$ cat src/rtl/wb_mux_ctrl_pkg.sv
// Shared definitions for the design-multiplexer Wishbone slave.
// Contents: register byte offsets (decoded from adr[7:2]), CTRL and MBSTAT
// bit positions, the default ID value, and a byte-select merge helper.
package wb_mux_ctrl_pkg;

    localparam logic [7:0] OFF_ID      = 8'h00;
    localparam logic [7:0] OFF_CTRL    = 8'h04;
    localparam logic [7:0] OFF_SCRATCH = 8'h08;
    localparam logic [7:0] OFF_CYCLES  = 8'h0C;
    localparam logic [7:0] OFF_MBOX    = 8'h10;
    localparam logic [7:0] OFF_MBSTAT  = 8'h14;

    localparam int CTRL_EN_BIT   = 8;
    localparam int CTRL_RST_BIT  = 9;
    localparam int CTRL_FAIL_BIT = 31;

    localparam int MBSTAT_FULL_BIT  = 8;
    localparam int MBSTAT_EMPTY_BIT = 9;
    localparam int MBSTAT_OVF_BIT   = 16;

    localparam logic [31:0] DEFAULT_ID_VALUE = 32'h4D55_5801;

    // Replace only the bytes whose select bit is set.
    function automatic logic [31:0] sel_merge(input logic [31:0] old_val,
                                              input logic [31:0] new_val,
                                              input logic [3:0]  sel);
        logic [31:0] res;
        res = old_val;
        for (int b = 0; b < 4; b++) begin
            if (sel[b]) begin
                res[8*b +: 8] = new_val[8*b +: 8];
            end else begin
                res[8*b +: 8] = old_val[8*b +: 8];
            end
        end
        return res;
    endfunction

endpackage

$ cat src/rtl/wb_mux_mbox_fifo.sv
// Parameterised show-ahead synchronous FIFO used as a mailbox.
// Ports: clk/rst_n (async active-low), push_i/push_data_i, pop_i,
// ovf_clr_i (clears sticky overflow), data_o (head word, 0 when empty),
// count_o, full_o, empty_o, overflow_o (set by a push that was dropped).
module wb_mux_mbox_fifo #(
    parameter int WIDTH = 32,
    parameter int DEPTH = 4,
    localparam int PTR_W = $clog2(DEPTH),
    localparam int CNT_W = PTR_W + 1
) (
    input  logic             clk,
    input  logic             rst_n,
    input  logic             push_i,
    input  logic [WIDTH-1:0] push_data_i,
    input  logic             pop_i,
    input  logic             ovf_clr_i,
    output logic [WIDTH-1:0] data_o,
    output logic [CNT_W-1:0] count_o,
    output logic             full_o,
    output logic             empty_o,
    output logic             overflow_o
);

    logic [WIDTH-1:0] mem_q [DEPTH];
    logic [WIDTH-1:0] mem_d [DEPTH];
    logic [PTR_W-1:0] wr_ptr_q, wr_ptr_d;
    logic [PTR_W-1:0] rd_ptr_q, rd_ptr_d;
    logic [CNT_W-1:0] count_q, count_d;
    logic             ovf_q, ovf_d;
    logic             full_s, empty_s, do_push_s, do_pop_s;

    assign full_s  = (count_q == CNT_W'(DEPTH));
    assign empty_s = (count_q == '0);
    // A pop on an empty FIFO is ignored, so a same-cycle push still lands.
    assign do_pop_s  = pop_i & ~empty_s;
    // When full, the push is accepted only if a pop frees a slot this cycle.
    assign do_push_s = push_i & (~full_s | do_pop_s);

    // Next-state for storage, pointers, occupancy and sticky overflow.
    always_comb begin
        mem_d    = mem_q;
        wr_ptr_d = wr_ptr_q;
        rd_ptr_d = rd_ptr_q;
        if (do_push_s) begin
            mem_d[wr_ptr_q] = push_data_i;
            wr_ptr_d        = wr_ptr_q + PTR_W'(1);
        end else begin
            wr_ptr_d = wr_ptr_q;
        end
        if (do_pop_s) begin
            rd_ptr_d = rd_ptr_q + PTR_W'(1);
        end else begin
            rd_ptr_d = rd_ptr_q;
        end
        case ({do_push_s, do_pop_s})
            2'b10:   count_d = count_q + CNT_W'(1);
            2'b01:   count_d = count_q - CNT_W'(1);
            default: count_d = count_q;
        endcase
        // A dropped push wins over a simultaneous clear request.
        if (push_i && !do_push_s) begin
            ovf_d = 1'b1;
        end else if (ovf_clr_i) begin
            ovf_d = 1'b0;
        end else begin
            ovf_d = ovf_q;
        end
    end

    // FIFO state register.
    always_ff @(posedge clk or negedge rst_n) begin
        if (!rst_n) begin
            for (int i = 0; i < DEPTH; i++) begin
                mem_q[i] <= '0;
            end
            wr_ptr_q <= '0;
            rd_ptr_q <= '0;
            count_q  <= '0;
            ovf_q    <= 1'b0;
        end else begin
            mem_q    <= mem_d;
            wr_ptr_q <= wr_ptr_d;
            rd_ptr_q <= rd_ptr_d;
            count_q  <= count_d;
            ovf_q    <= ovf_d;
        end
    end

    assign data_o     = empty_s ? '0 : mem_q[rd_ptr_q];
    assign count_o    = count_q;
    assign full_o     = full_s;
    assign empty_o    = empty_s;
    assign overflow_o = ovf_q;

endmodule

$ cat src/rtl/wb_mux_ctrl.sv
// Wishbone classic slave that controls the design multiplexer.
// Ports: wb_clk_i/wb_rst_ni (async active-low), wbs_* Wishbone slave
// interface (1-cycle registered ack), design_sel_o/design_en_o/design_rst_no
// selected-design controls, fail_o (to mprj_io[37]), and the firmware-to-
// design mailbox mbox_data_o/mbox_valid_o/mbox_ready_i.
module wb_mux_ctrl
    import wb_mux_ctrl_pkg::*;
#(
    parameter logic [31:0] BASE_ADDR  = 32'h3000_0000,
    parameter logic [31:0] ID_VALUE   = DEFAULT_ID_VALUE,
    parameter int          SEL_W      = 4,
    parameter int          FIFO_DEPTH = 4
) (
    input  logic             wb_clk_i,
    input  logic             wb_rst_ni,
    input  logic             wbs_stb_i,
    input  logic             wbs_cyc_i,
    input  logic             wbs_we_i,
    input  logic [3:0]       wbs_sel_i,
    input  logic [31:0]      wbs_adr_i,
    input  logic [31:0]      wbs_dat_i,
    output logic             wbs_ack_o,
    output logic [31:0]      wbs_dat_o,
    output logic [SEL_W-1:0] design_sel_o,
    output logic             design_en_o,
    output logic             design_rst_no,
    output logic             fail_o,
    output logic [31:0]      mbox_data_o,
    output logic             mbox_valid_o,
    input  logic             mbox_ready_i
);

    localparam int CNT_W = $clog2(FIFO_DEPTH) + 1;

    logic             ack_q, ack_d;
    logic [31:0]      dat_q, dat_d;
    logic [31:0]      ctrl_q, ctrl_d;
    logic [31:0]      scratch_q, scratch_d;
    logic [31:0]      cycles_q, cycles_d;
    logic             hit_s, wr_s, push_s, ovf_clr_s;
    logic [7:0]       off_s;
    logic [31:0]      rd_data_s, mbstat_s;
    logic [CNT_W-1:0] fifo_count_s;
    logic             fifo_full_s, fifo_empty_s, fifo_ovf_s;
    logic             unused_s;

    // The ~ack term stops a held strobe from being accepted twice.
    assign hit_s     = wbs_stb_i & wbs_cyc_i & ~ack_q &
                       (wbs_adr_i[31:8] == BASE_ADDR[31:8]);
    assign wr_s      = hit_s & wbs_we_i;
    assign off_s     = {wbs_adr_i[7:2], 2'b00};
    assign push_s    = wr_s & (off_s == OFF_MBOX);
    assign ovf_clr_s = wr_s & (off_s == OFF_MBSTAT) & wbs_dat_i[MBSTAT_OVF_BIT];
    assign unused_s  = ^wbs_adr_i[1:0];

    wb_mux_mbox_fifo #(
        .WIDTH (32),
        .DEPTH (FIFO_DEPTH)
    ) u_mbox (
        .clk         (wb_clk_i),
        .rst_n       (wb_rst_ni),
        .push_i      (push_s),
        .push_data_i (wbs_dat_i),
        .pop_i       (mbox_ready_i),
        .ovf_clr_i   (ovf_clr_s),
        .data_o      (mbox_data_o),
        .count_o     (fifo_count_s),
        .full_o      (fifo_full_s),
        .empty_o     (fifo_empty_s),
        .overflow_o  (fifo_ovf_s)
    );

    // Assemble the mailbox status word.
    always_comb begin
        mbstat_s                   = 32'h0;
        mbstat_s[CNT_W-1:0]        = fifo_count_s;
        mbstat_s[MBSTAT_FULL_BIT]  = fifo_full_s;
        mbstat_s[MBSTAT_EMPTY_BIT] = fifo_empty_s;
        mbstat_s[MBSTAT_OVF_BIT]   = fifo_ovf_s;
    end

    // Read data multiplexer; MBOX and unmapped offsets read as zero.
    always_comb begin
        rd_data_s = 32'h0;
        case (off_s)
            OFF_ID:      rd_data_s = ID_VALUE;
            OFF_CTRL:    rd_data_s = ctrl_q;
            OFF_SCRATCH: rd_data_s = scratch_q;
            OFF_CYCLES:  rd_data_s = cycles_q;
            OFF_MBSTAT:  rd_data_s = mbstat_s;
            default:     rd_data_s = 32'h0;
        endcase
    end

    // Next-state for bus response, control registers and cycle counter.
    always_comb begin
        ack_d = hit_s;
        if (hit_s && !wbs_we_i) begin
            dat_d = rd_data_s;
        end else begin
            dat_d = 32'h0;
        end
        if (wr_s && (off_s == OFF_CTRL)) begin
            ctrl_d = sel_merge(ctrl_q, wbs_dat_i, wbs_sel_i);
        end else begin
            ctrl_d = ctrl_q;
        end
        if (wr_s && (off_s == OFF_SCRATCH)) begin
            scratch_d = sel_merge(scratch_q, wbs_dat_i, wbs_sel_i);
        end else begin
            scratch_d = scratch_q;
        end
        // Any write to CYCLES zeroes it on the ack edge; counting resumes after.
        if (wr_s && (off_s == OFF_CYCLES)) begin
            cycles_d = 32'h0;
        end else begin
            cycles_d = cycles_q + 32'd1;
        end
    end

    // Register bank and bus response flops.
    always_ff @(posedge wb_clk_i or negedge wb_rst_ni) begin
        if (!wb_rst_ni) begin
            ack_q     <= 1'b0;
            dat_q     <= 32'h0;
            ctrl_q    <= 32'h0;
            scratch_q <= 32'h0;
            cycles_q  <= 32'h0;
        end else begin
            ack_q     <= ack_d;
            dat_q     <= dat_d;
            ctrl_q    <= ctrl_d;
            scratch_q <= scratch_d;
            cycles_q  <= cycles_d;
        end
    end

    assign wbs_ack_o     = ack_q;
    assign wbs_dat_o     = dat_q;
    assign design_sel_o  = ctrl_q[SEL_W-1:0];
    assign design_en_o   = ctrl_q[CTRL_EN_BIT];
    // The design only leaves reset while enabled and not explicitly held.
    assign design_rst_no = ctrl_q[CTRL_EN_BIT] & ~ctrl_q[CTRL_RST_BIT];
    assign fail_o        = ctrl_q[CTRL_FAIL_BIT];
    assign mbox_valid_o  = ~fifo_empty_s;

endmodule

$ cat config.mk
export PLATFORM = sky130hd
export DESIGN_NAME = wb_mux_ctrl
export DESIGN_NICKNAME = d
export VERILOG_FILES = /design/src/rtl/wb_mux_ctrl_pkg.sv /design/src/rtl/wb_mux_mbox_fifo.sv /design/src/rtl/wb_mux_ctrl.sv
export SDC_FILE = /design/constraint.sdc
export NUM_CORES = 1
export LEC_CHECK = 0
export BUFFER_PORTS_ARGS = -buffer_cell sky130_fd_sc_hd__buf_4
export CAP_MARGIN = 20
export CORE_UTILIZATION = 30
export DETAILED_ROUTE_END_ITERATION = 8
export PLACE_DENSITY = 0.49
export SLEW_MARGIN = 20
export SYNTH_ARGS = -nofsm -noshare
export SYNTH_HDL_FRONTEND = slang
export SYNTH_SLANG_ARGS = --single-unit
$ cat constraint.sdc
create_clock -name wb_clk_i -period 3.1 [get_ports wb_clk_i]
set_input_delay 0.155 -clock wb_clk_i [delete_from_list [all_inputs] [get_ports wb_clk_i]]
set_output_delay 0.155 -clock wb_clk_i [all_outputs]
set_load 0.02 [all_outputs]
Word-level counts from Yosys, hierarchy flattened
Index checks and enable logic that the tools add are counted.
- add/subtract/negate cells: 5
- magnitude comparators: 3
- equal/unequal tests: 9
- muxes and demuxes: 13
- bitwise logic cells: 17
- reduce and logical (&&, ||, !) cells: 20
- operators by type and width (cell ; number):
    2-to-1 mux 32 bit ; 6
    one-hot mux 32 bit (5 select lines) ; 1
    bitwise mux 128 bit ; 1
    binary-select mux 32 bit (select 2 bit) ; 1
    demux 32 bit (select 2 bit) ; 1
    adder 32 x 1 -> 32 bit, second input constant ; 1
    equality test 24 x 22 -> 1 bit, second input constant ; 1
    AND reduction 2 bit ; 8
    equality test 6 x 2 -> 1 bit, second input constant ; 2
    equality test 6 x 3 -> 1 bit, second input constant ; 2
    AND 1 bit ; 10
    zero test 8 bit ; 1
    equality test 6 x 1 -> 1 bit, second input constant ; 1
    greater-or-equal comparator 3 bit, second input constant ; 2
    logical AND 1 bit ; 6
    inverter 2 -> 3 bit ; 2
    one-hot mux 3 bit (2 select lines) ; 1
    adder 2 x 1 -> 2 bit, second input constant ; 2
    inverter 1 bit ; 4
    nonzero test 2 bit ; 2
    adder 3 x 1 -> 3 bit, second input constant ; 1
    equality test 3 bit, second input constant ; 1
    zero test 3 bit ; 1
    less-than comparator 3 x 1 -> 1 bit, second input constant ; 1
    other kinds (6) ; 8
- register bits after elaboration: 265
- input bits: 74
- output and inout port bits: 73
- logic and storage cells: 86

Depth between registers and ports, before layout
Gate-level depths: netlist of run 1.
- depth after elaboration: 9
- depth in mapped cells: 11
- depth with buffers taken out: 11

Hierarchy
Synthesis of run 1 repeated with hierarchy kept, for this count alone.
- cells, all modules: 890
- area, all modules: 12325.6 um2
- modules (own cells, without submodules) (module ; instances ; cells each ; area an instance (um2) ; sequential area each (um2)):
    wb_mux_mbox_fifo ; 1 ; 389 ; 6238.5 ; 3403.3
    wb_mux_ctrl ; 1 ; 501 ; 6087.1 ; 3228.1

Worst setup path before layout of run 1
No wires, ideal clock.
- path type: reg-to-reg
- start: register ack_q (netlist: wbs_ack_o)
- end: register u_mbox.count_q[2] (netlist: u_mbox.count_o[2])
- library setup time: 0.125 ns
- arrival: 2.350 ns
- data required time: 2.975 ns
- setup slack: 0.625 ns
- stages on the path, launching flop included: 12
- path buffers: 0
- period minus slack after synthesis: 2.475 ns
- path through: dfrtp_1 nor4bb_1 nand4_2 nor2_8 and3_1 inv_1 ha_1 inv_1 fa_1 xor2_1 nor2_1 xor2_1
- word-level cells in the longest chain between the ends: 8
- elaborated cells on any way between the ends: 10
- those cells by class: eq/ne (2); mux (1); bitwise (6); reduce/logical (1)
- RTL lines (element ; line ; RTL):
    from (decl) ; wb_mux_ctrl.sv:35 ; logic ack_q, ack_d;
    from (signal assigned) ; wb_mux_ctrl.sv:130 ; ack_q <= ack_d;
    inverter 1 bit * ; wb_mux_ctrl.sv:48 ; assign hit_s = wbs_stb_i & wbs_cyc_i & ~ack_q &
    AND 1 bit * (2 in a row) ; wb_mux_ctrl.sv:48 ;
    AND 1 bit * ; wb_mux_ctrl.sv:50 ; assign wr_s = hit_s & wbs_we_i;
    AND 1 bit * ; wb_mux_ctrl.sv:52 ; assign push_s = wr_s & (off_s == OFF_MBOX);
    AND 1 bit * ; wb_mux_mbox_fifo.sv:37 ; assign do_push_s = push_i & (~full_s | do_pop_s);
    equality test 2 x 1 -> 1 bit or equality test 2 bit (tied branches) ; wb_mux_mbox_fifo.sv:55 ; case ({do_push_s, do_pop_s})
    one-hot mux 3 bit (2 select lines) or nonzero test 2 bit (tied branches) ; -- ;
    to (signal assigned) ; wb_mux_mbox_fifo.sv:84 ; count_q <= count_d;
    to (decl) ; wb_mux_mbox_fifo.sv:28 ; logic [CNT_W-1:0] count_q, count_d;
Every way passes the cells marked *; elsewhere a longest branch is shown, timed or not.
A chain may end at the register's enable or synchronous reset.

Worst setup path after layout of run 1
- start: register u_mbox.rd_ptr_q[0]
- end: output port mbox_data_o[0]
- word-level cells in the longest chain between the ends: 5
- RTL lines (element ; line ; RTL):
    from (decl) ; wb_mux_mbox_fifo.sv:27 ; logic [PTR_W-1:0] rd_ptr_q, rd_ptr_d;
    from (signal assigned) ; wb_mux_mbox_fifo.sv:83 ; rd_ptr_q <= rd_ptr_d;
    inverter 2 -> 3 bit (not written as such) ; wb_mux_mbox_fifo.sv:89 ; assign data_o = empty_s ? '0 : mem_q[rd_ptr_q];
    binary-select mux 32 bit (select 2 bit) ; wb_mux_mbox_fifo.sv:89 ;
    2-to-1 mux 32 bit (not written as such) (2 in a row) ; wb_mux_mbox_fifo.sv:89 ;
    2-to-1 mux 32 bit ; wb_mux_mbox_fifo.sv:89 ;
    to (decl) ; wb_mux_ctrl.sv:28 ; output logic [31:0] mbox_data_o,
No other way between the ends. The select of a mux whose other input is x is not followed.

==> qor.txt, run 1 <==
outcome: finished, final reports clean
Critical Path Source Type: flop
Setup violations, final: 0
clk_lat worst skew: 0.55 ns
synthesized-area fraction occupied by adder cells: 0.750%
total die area: 0.0431 mm^2
Max-slew headroom: 49.1%
P_int: 6.21 mW
final wirelength: 33,100 um
global-route wire length before repair: 52,400 um
area leader, netlist: dfrtp_1
post-synth top area share: 52.3%
utilization after layout: 38.2%
DRT antenna net count: 0
crit path DAT: 2.49 ns
IO Port Bufs: 144
antenna violations before repair: 0
vias in the first global route: 8,456
Critical Path Sink: mbox_data_o[0]
Die X: 208 um
Hold Vio Cnt, Final: 0
top cells by count, synth: 265 x dfrtp_1, 121 x mux2_4, 92 x mux2_2
Initial DRC Count: 333
switch share: 25.4%
Leak Pwr: 7.96 nW
CTS tree: yes
Core Box Area: 0.0413 mm^2
RSZ-0062 raised after global routing: false
Filler cells: 3,986
Comb pwr share: 11.4%
Row Count: 74
fin crit share: 85.4%
area grow syn2layout: 24.6%
post_cts resized: 0
Slew Limit Fails: 0
Clk pwr share: 45.5%
ratio of cells with drive above 1 in the final layout: 45.9%
Post-Syn Nets: 942
DR vias: 7,652
Nets: 1,136
main combinational cell family by area after synthesis: multiplexers
Post-CTS Hold Buffers: 36
Setup crit end kind: output pin
Mean Syn Cell Area: 14.7 um^2
EDFF count, synth: 0
setup bufs post-CTS: 0
I/O pin cnt: 147
final HPWL from detailed placement: 22,200 um
Synth area leaders: dfrtp_1 52%, mux2_4 14%, mux2_2 8.2%, mux4_2 5.7%, nor2_1 2.1%
Synth Area in Simple Gates: 9.86%
Synth Area in Compound Gates: 2.65%
Min-Delay Path Class: in2reg
via/cell ratio: 4.75
Peak VDD IR: 388 uV
clock period minus worst slack: 2.65 ns
Seq/Total Area, Yosys: 52.3%
Total Neg Setup Slack: 0 ns
Highest Clock Rate: 0.378 GHz
gpl congestion: 0.735
clk_skew: 0.00835 ns
routed len/inst: 20.6 um
Mapped Area: 0.0127 mm^2
Worst EP required: 2.94 ns
asr flop ratio synth: 100%
die height: 208 um
ys flop type: dfrtp_1
#FFs+latches synth: 265
mux cell area share after synthesis: 29.2%
CTS HTree Levels: 1
Inserted Clock Buffers: 31
Power Dens Cells: 527 mW/mm^2
clock sink count: 265
CP max FO: 23
Antenna Cells: 0
TritonRoute pass-1 iters: 4
Post-Synthesis Cells: 861
DRC Markers: 0
starting density of the core: 30.7%
clk root buf: clkbuf_16
largest net degree at the start of global routing: 86
Tot GR Track Use: 15.6%
clk buf depth: 3
worst r2r path cells: 7
CP Launch Point: u_mbox.rd_ptr_q[0]
Worst-Margin Slew: 0.760 ns
gr ovfl total: 0
count leader, synth: dfrtp_1
reg-to-reg slack, setup: 0.53 ns
post-synthesis xor/xnor area fraction: 2.35%
max-cap violations: 0
Seq pwr share: 43.2%
WS Path Type: reg2out
P_sw: 2.11 mW
worst r2r src: wbs_ack_o
Ys Warns: 0
R2R Path End: u_mbox.overflow_o
synth unique cells: 51
Reg clk slew, reported paths: 0.06 ns
[layer usage]
layer,up-vias,share of wire (%),GRT usage (%)
met5,-,0,0
met4,0,1.9,3.73
met3,44,3.3,2.10
met2,130,47,24.8
met1,3988,48,22.4
li1,3490,-,-
[area by class of cell]
cell class | count | area (um^2) | area share (%)
timing repair buffer | 209 | 1700 | 10.8
tap | 532 | 666 | 4.21
inverter | 11 | 41.3 | 0.261
clock buffer | 43 | 891 | 5.64
multi-input combinational | 537 | 5680 | 36.0
sequential | 265 | 6630 | 42.0
clock inverter | 13 | 174 | 1.10
[power groups by stage]
stage / clock network (mW) / logic (mW) / registers [mW]
6_report: 3.78 / 0.946 / 3.59
5_1_grt: 4.03 / 1.03 / 3.60
4_1_cts: 3.89 / 0.981 / 3.59
3_5_place_dp: 0 / 0.941 / 3.65
3_3_place_gp: 0 / 0.929 / 3.65
2_1_floorplan: 0 / 0.538 / 3.58
[worst min-delay path by stage]
stage / start / to / slack (ns) / cells past startpoint
after floorplan: wb_rst_ni / ctrl_q[0] / -0.14 / 0
after global placement: wb_rst_ni / wbs_ack_o / 0.24 / 1
after detailed placement: wb_rst_ni / u_mbox.mem_q[90] / 0.24 / 1
after CTS: wbs_sel_i[0] / scratch_q[2] / 0.07 / 3
after global routing: wbs_sel_i[1] / scratch_q[15] / 0.08 / 3
final: wbs_sel_i[2] / scratch_q[21] / 0.08 / 3
[flip-flops by register name, indices dropped and copies added, names as in the netlist]
name / flops
ctrl_q: 32
cycles_q: 32
scratch_q: 32
u_mbox.count_o: 3
u_mbox.mem_q: 128
u_mbox.overflow_o: 1
u_mbox.rd_ptr_q: 2
u_mbox.wr_ptr_q: 2
wbs_ack_o: 1
wbs_dat_o: 32
[worst max-delay path, cell delays in order, from the launching register on]
cell	delay, ns
dfrtp_2	0.72
buf_12	0.31
mux4_2	0.57
and2_1	0.18
buf_4	0.15
[layout by cell type (no fill, tap or decap), types with 22 or more instances in the layout]
cell           synthesis  final
mux2_4               121    121
mux2_2                92     92
xor2_1                22     22
dlygate4sd3_1          0     36
mux4_2                32     32
and2_1                34     34
nor2_1                70     70
dfrtp_1              265    264
clkbuf_16              0     31
buf_4                  5    169
[metrics by stage]
stage          total power, mW  setup slack, ns  hold slack [ns]  area, um^2  instances
3_3_place_gp              4.58            0.545            0.237       14400       1518
6_report                  8.32            0.453           0.0801       15800       1610
5_1_grt                   8.65            0.325           0.0825       15800       1610
3_5_place_dp              4.60            0.558            0.238       14400       1518
2_1_floorplan             4.12            0.625           -0.141       12700        861
4_1_cts                   8.47            0.387           0.0687       15800       1610
[cells by family after synthesis]
family          Yosys count
mux                     258
flops                   265
simple gates            194
fa+ha+maj                 7
compound gates           44
xor+xnor                 34
buf+inv                  59
No activity file was read; power rests on OpenSTA's default activity.
==> run 2, diff against run 1 <==
- CTS_BUF_LIST: not set -> sky130_fd_sc_hd__clkbuf_16
==> qor.txt, run 2 (synthesized netlist as in run 1, its figures left out) <==
post-route setup slack: 0.443 ns (-0.00952 ns)
crit-path max cell delay: 0.73 ns (about the same)
delay-heaviest family, CP: flip-flops
clock sink count: 265 (unchanged)
gr ovfl total: 0 (unchanged)
DRT antenna net count: 0 (unchanged)
Reg clk slew, reported paths: 0.06 ns (about the same)
TritonRoute pass-1 iters: 4 (unchanged)
total die area: 0.0431 mm^2 (unchanged)
Antenna Cells: 0 (unchanged)
DRC Markers: 0 (unchanged)
Largest register FFs: 128 (unchanged)
Leak Pwr: 7.94 nW (-0.23%)
Row Count: 74 (unchanged)
DR vias: 7,674 (+0.29%)
outcome: finished, final reports clean
clk buf depth: 3 (unchanged)
setup bufs post-CTS: 0 (unchanged)
Biggest register: u_mbox.mem_q
Placed Instances: 1,518 (unchanged)
Max-slew headroom: 49.1% (about the same)
routed len/inst: 20.5 um (about the same)
vias in the first global route: 8,470 (+0.17%)
Total Neg Setup Slack: 0 ns (unchanged)
most common cell after layout, fill and taps aside: dfrtp_1
fin crit share: 85.7% (+0.31 points)
CP Cell Sequence: buf_12 > mux4_2 > and2_1 > buf_4
Nets: 1,136 (unchanged)
Setup violations, final: 0 (unchanged)
Worst-Margin Slew: 0.759 ns (-0.000466 ns)
Worst EP required: 2.94 ns (about the same)
I/O pin cnt: 147 (unchanged)
final wirelength: 33,100 um (about the same)
post_cts resized: 0 (unchanged)
IO Port Bufs: 144 (unchanged)
Inserted Clock Buffers: 31 (unchanged)
Die X: 208 um (unchanged)
largest net degree at the start of global routing: 86 (unchanged)
final instance area: 0.0157 mm^2 (-0.44%)
Buf/Inv on CP: 2 (unchanged)
Critical Path Source Type: flop
Setup crit end kind: output pin
clk_skew: 0.00853 ns (+0.000181 ns)
clk_lat worst skew: 0.55 ns (about the same)
CTS tree: yes
crit path DAT: 2.50 ns (about the same)
via/cell ratio: 4.77 (+0.29%)
Filler cells: 3,988 (+0.050%)
die height: 208 um (unchanged)
Highest Clock Rate: 0.376 GHz (-0.36%)
final HPWL from detailed placement: 22,200 um (unchanged)
post-place setup slack: 0.558 ns (unchanged)
Core Box Area: 0.0413 mm^2 (unchanged)
non-filler cells, final: 1,610 (unchanged)
highest-count cells in the layout ignoring fill and taps: 264 x dfrtp_1, 169 x buf_4, 121 x mux2_4, 92 x mux2_2, 70 x nor2_1
Tot GR Track Use: 15.6% (about the same)
antenna violations before repair: 0 (unchanged)
Placed Area: 0.0144 mm^2 (unchanged)
Peak VDD IR: 387 uV (-0.38%)
Initial DRC Count: 324 (-2.7%)
max-cap violations: 0 (unchanged)
slowest cell on the critical path: dfrtp_2
global-route wire length before repair: 52,400 um (about the same)
WS Path Type: reg2out
area grow syn2layout: 24.0%
CTS HTree Levels: 1 (unchanged)
Hold WS: 0.0803 ns (+0.000259 ns)
clock period minus worst slack: 2.66 ns (+0.00952 ns)
Hold Vio Cnt, Final: 0 (unchanged)
Min-Delay Path Class: in2reg
CP max FO: 23 (unchanged)
Power Dens Cells: 517 mW/mm^2 (-1.9%)
gpl congestion: 0.735 (unchanged)
clk root buf: clkbuf_16
RSZ-0062 raised after global routing: false
Slew Limit Fails: 0 (unchanged)
Post-CTS Hold Buffers: 36 (unchanged)
ratio of cells with drive above 1 in the final layout: 45.3% (-0.65 points)
starting density of the core: 30.7% (unchanged)
[run 2: cell count changes in the layout (fill, tap and decap cells not counted), sizes merged]
cell	change
clkbuf	-12
clkinv	+7
inv	+5
[run 2: through the flow]
step	utilization, %	power (mW)
finish	38.1	8.12
global route	38.1	8.46
CTS	38.1	8.27
detailed placement	34.8	4.60
global placement	34.8	4.58
floorplan	-	4.12
[run 2: final timing paths]
| path | from | cells after the start | slack (ns) | end |
|---|---|---|---|---|
| min | wbs_sel_i[2] | 3 | 0.08 | scratch_q[21] |
| min reg2reg | u_mbox.overflow_o | 1 | 0.50 | u_mbox.overflow_o |
| min in group asynchronous | wb_rst_ni | 2 | 0.24 | wbs_ack_o |
| max reg2reg | wbs_ack_o | 7 | 0.53 | u_mbox.overflow_o |
| max | u_mbox.rd_ptr_q[0] | 4 | 0.44 | mbox_data_o[0] |
| max in group asynchronous | wb_rst_ni | 3 | 1.99 | u_mbox.mem_q[114] |
[run 2: cell type report]
| type | instances | area (um^2) | share of cell area (%) |
|---|---|---|---|
| clock buffer | 31 | 776 | 4.93 |
| sequential | 265 | 6630 | 42.2 |
| timing repair buffer | 209 | 1700 | 10.8 |
| inverter | 11 | 41.3 | 0.263 |
| multi-input combinational | 537 | 5680 | 36.2 |
| clock inverter | 25 | 219 | 1.39 |
| tap | 532 | 666 | 4.23 |
[run 2: power breakdown]
group / internal [mW] / leakage (nW) / total [mW] / switching (mW)
Sequential: 3.50 / 3.67 / 3.59 / 0.0954
Combinational: 0.389 / 3.77 / 0.950 / 0.561
Clock: 2.13 / 0.504 / 3.58 / 1.45
[run 2: metal layers]
layer | part of all wire [%] | GRT usage, %
met5 | 0 | 0
met4 | 1.8 | 3.68
met3 | 3.6 | 2.10
met2 | 47 | 24.9
met1 | 48 | 22.3
[run 2: worst register-to-register path, cell delays in order (launching register included)]
cell	delay, ns
dfrtp_1	0.40
nor4bb_1	0.34
nand4_2	0.28
nor2_8	0.17
buf_4	0.36
nand4_1	0.14
dlygate4sd3_1	0.58
a32o_1	0.20
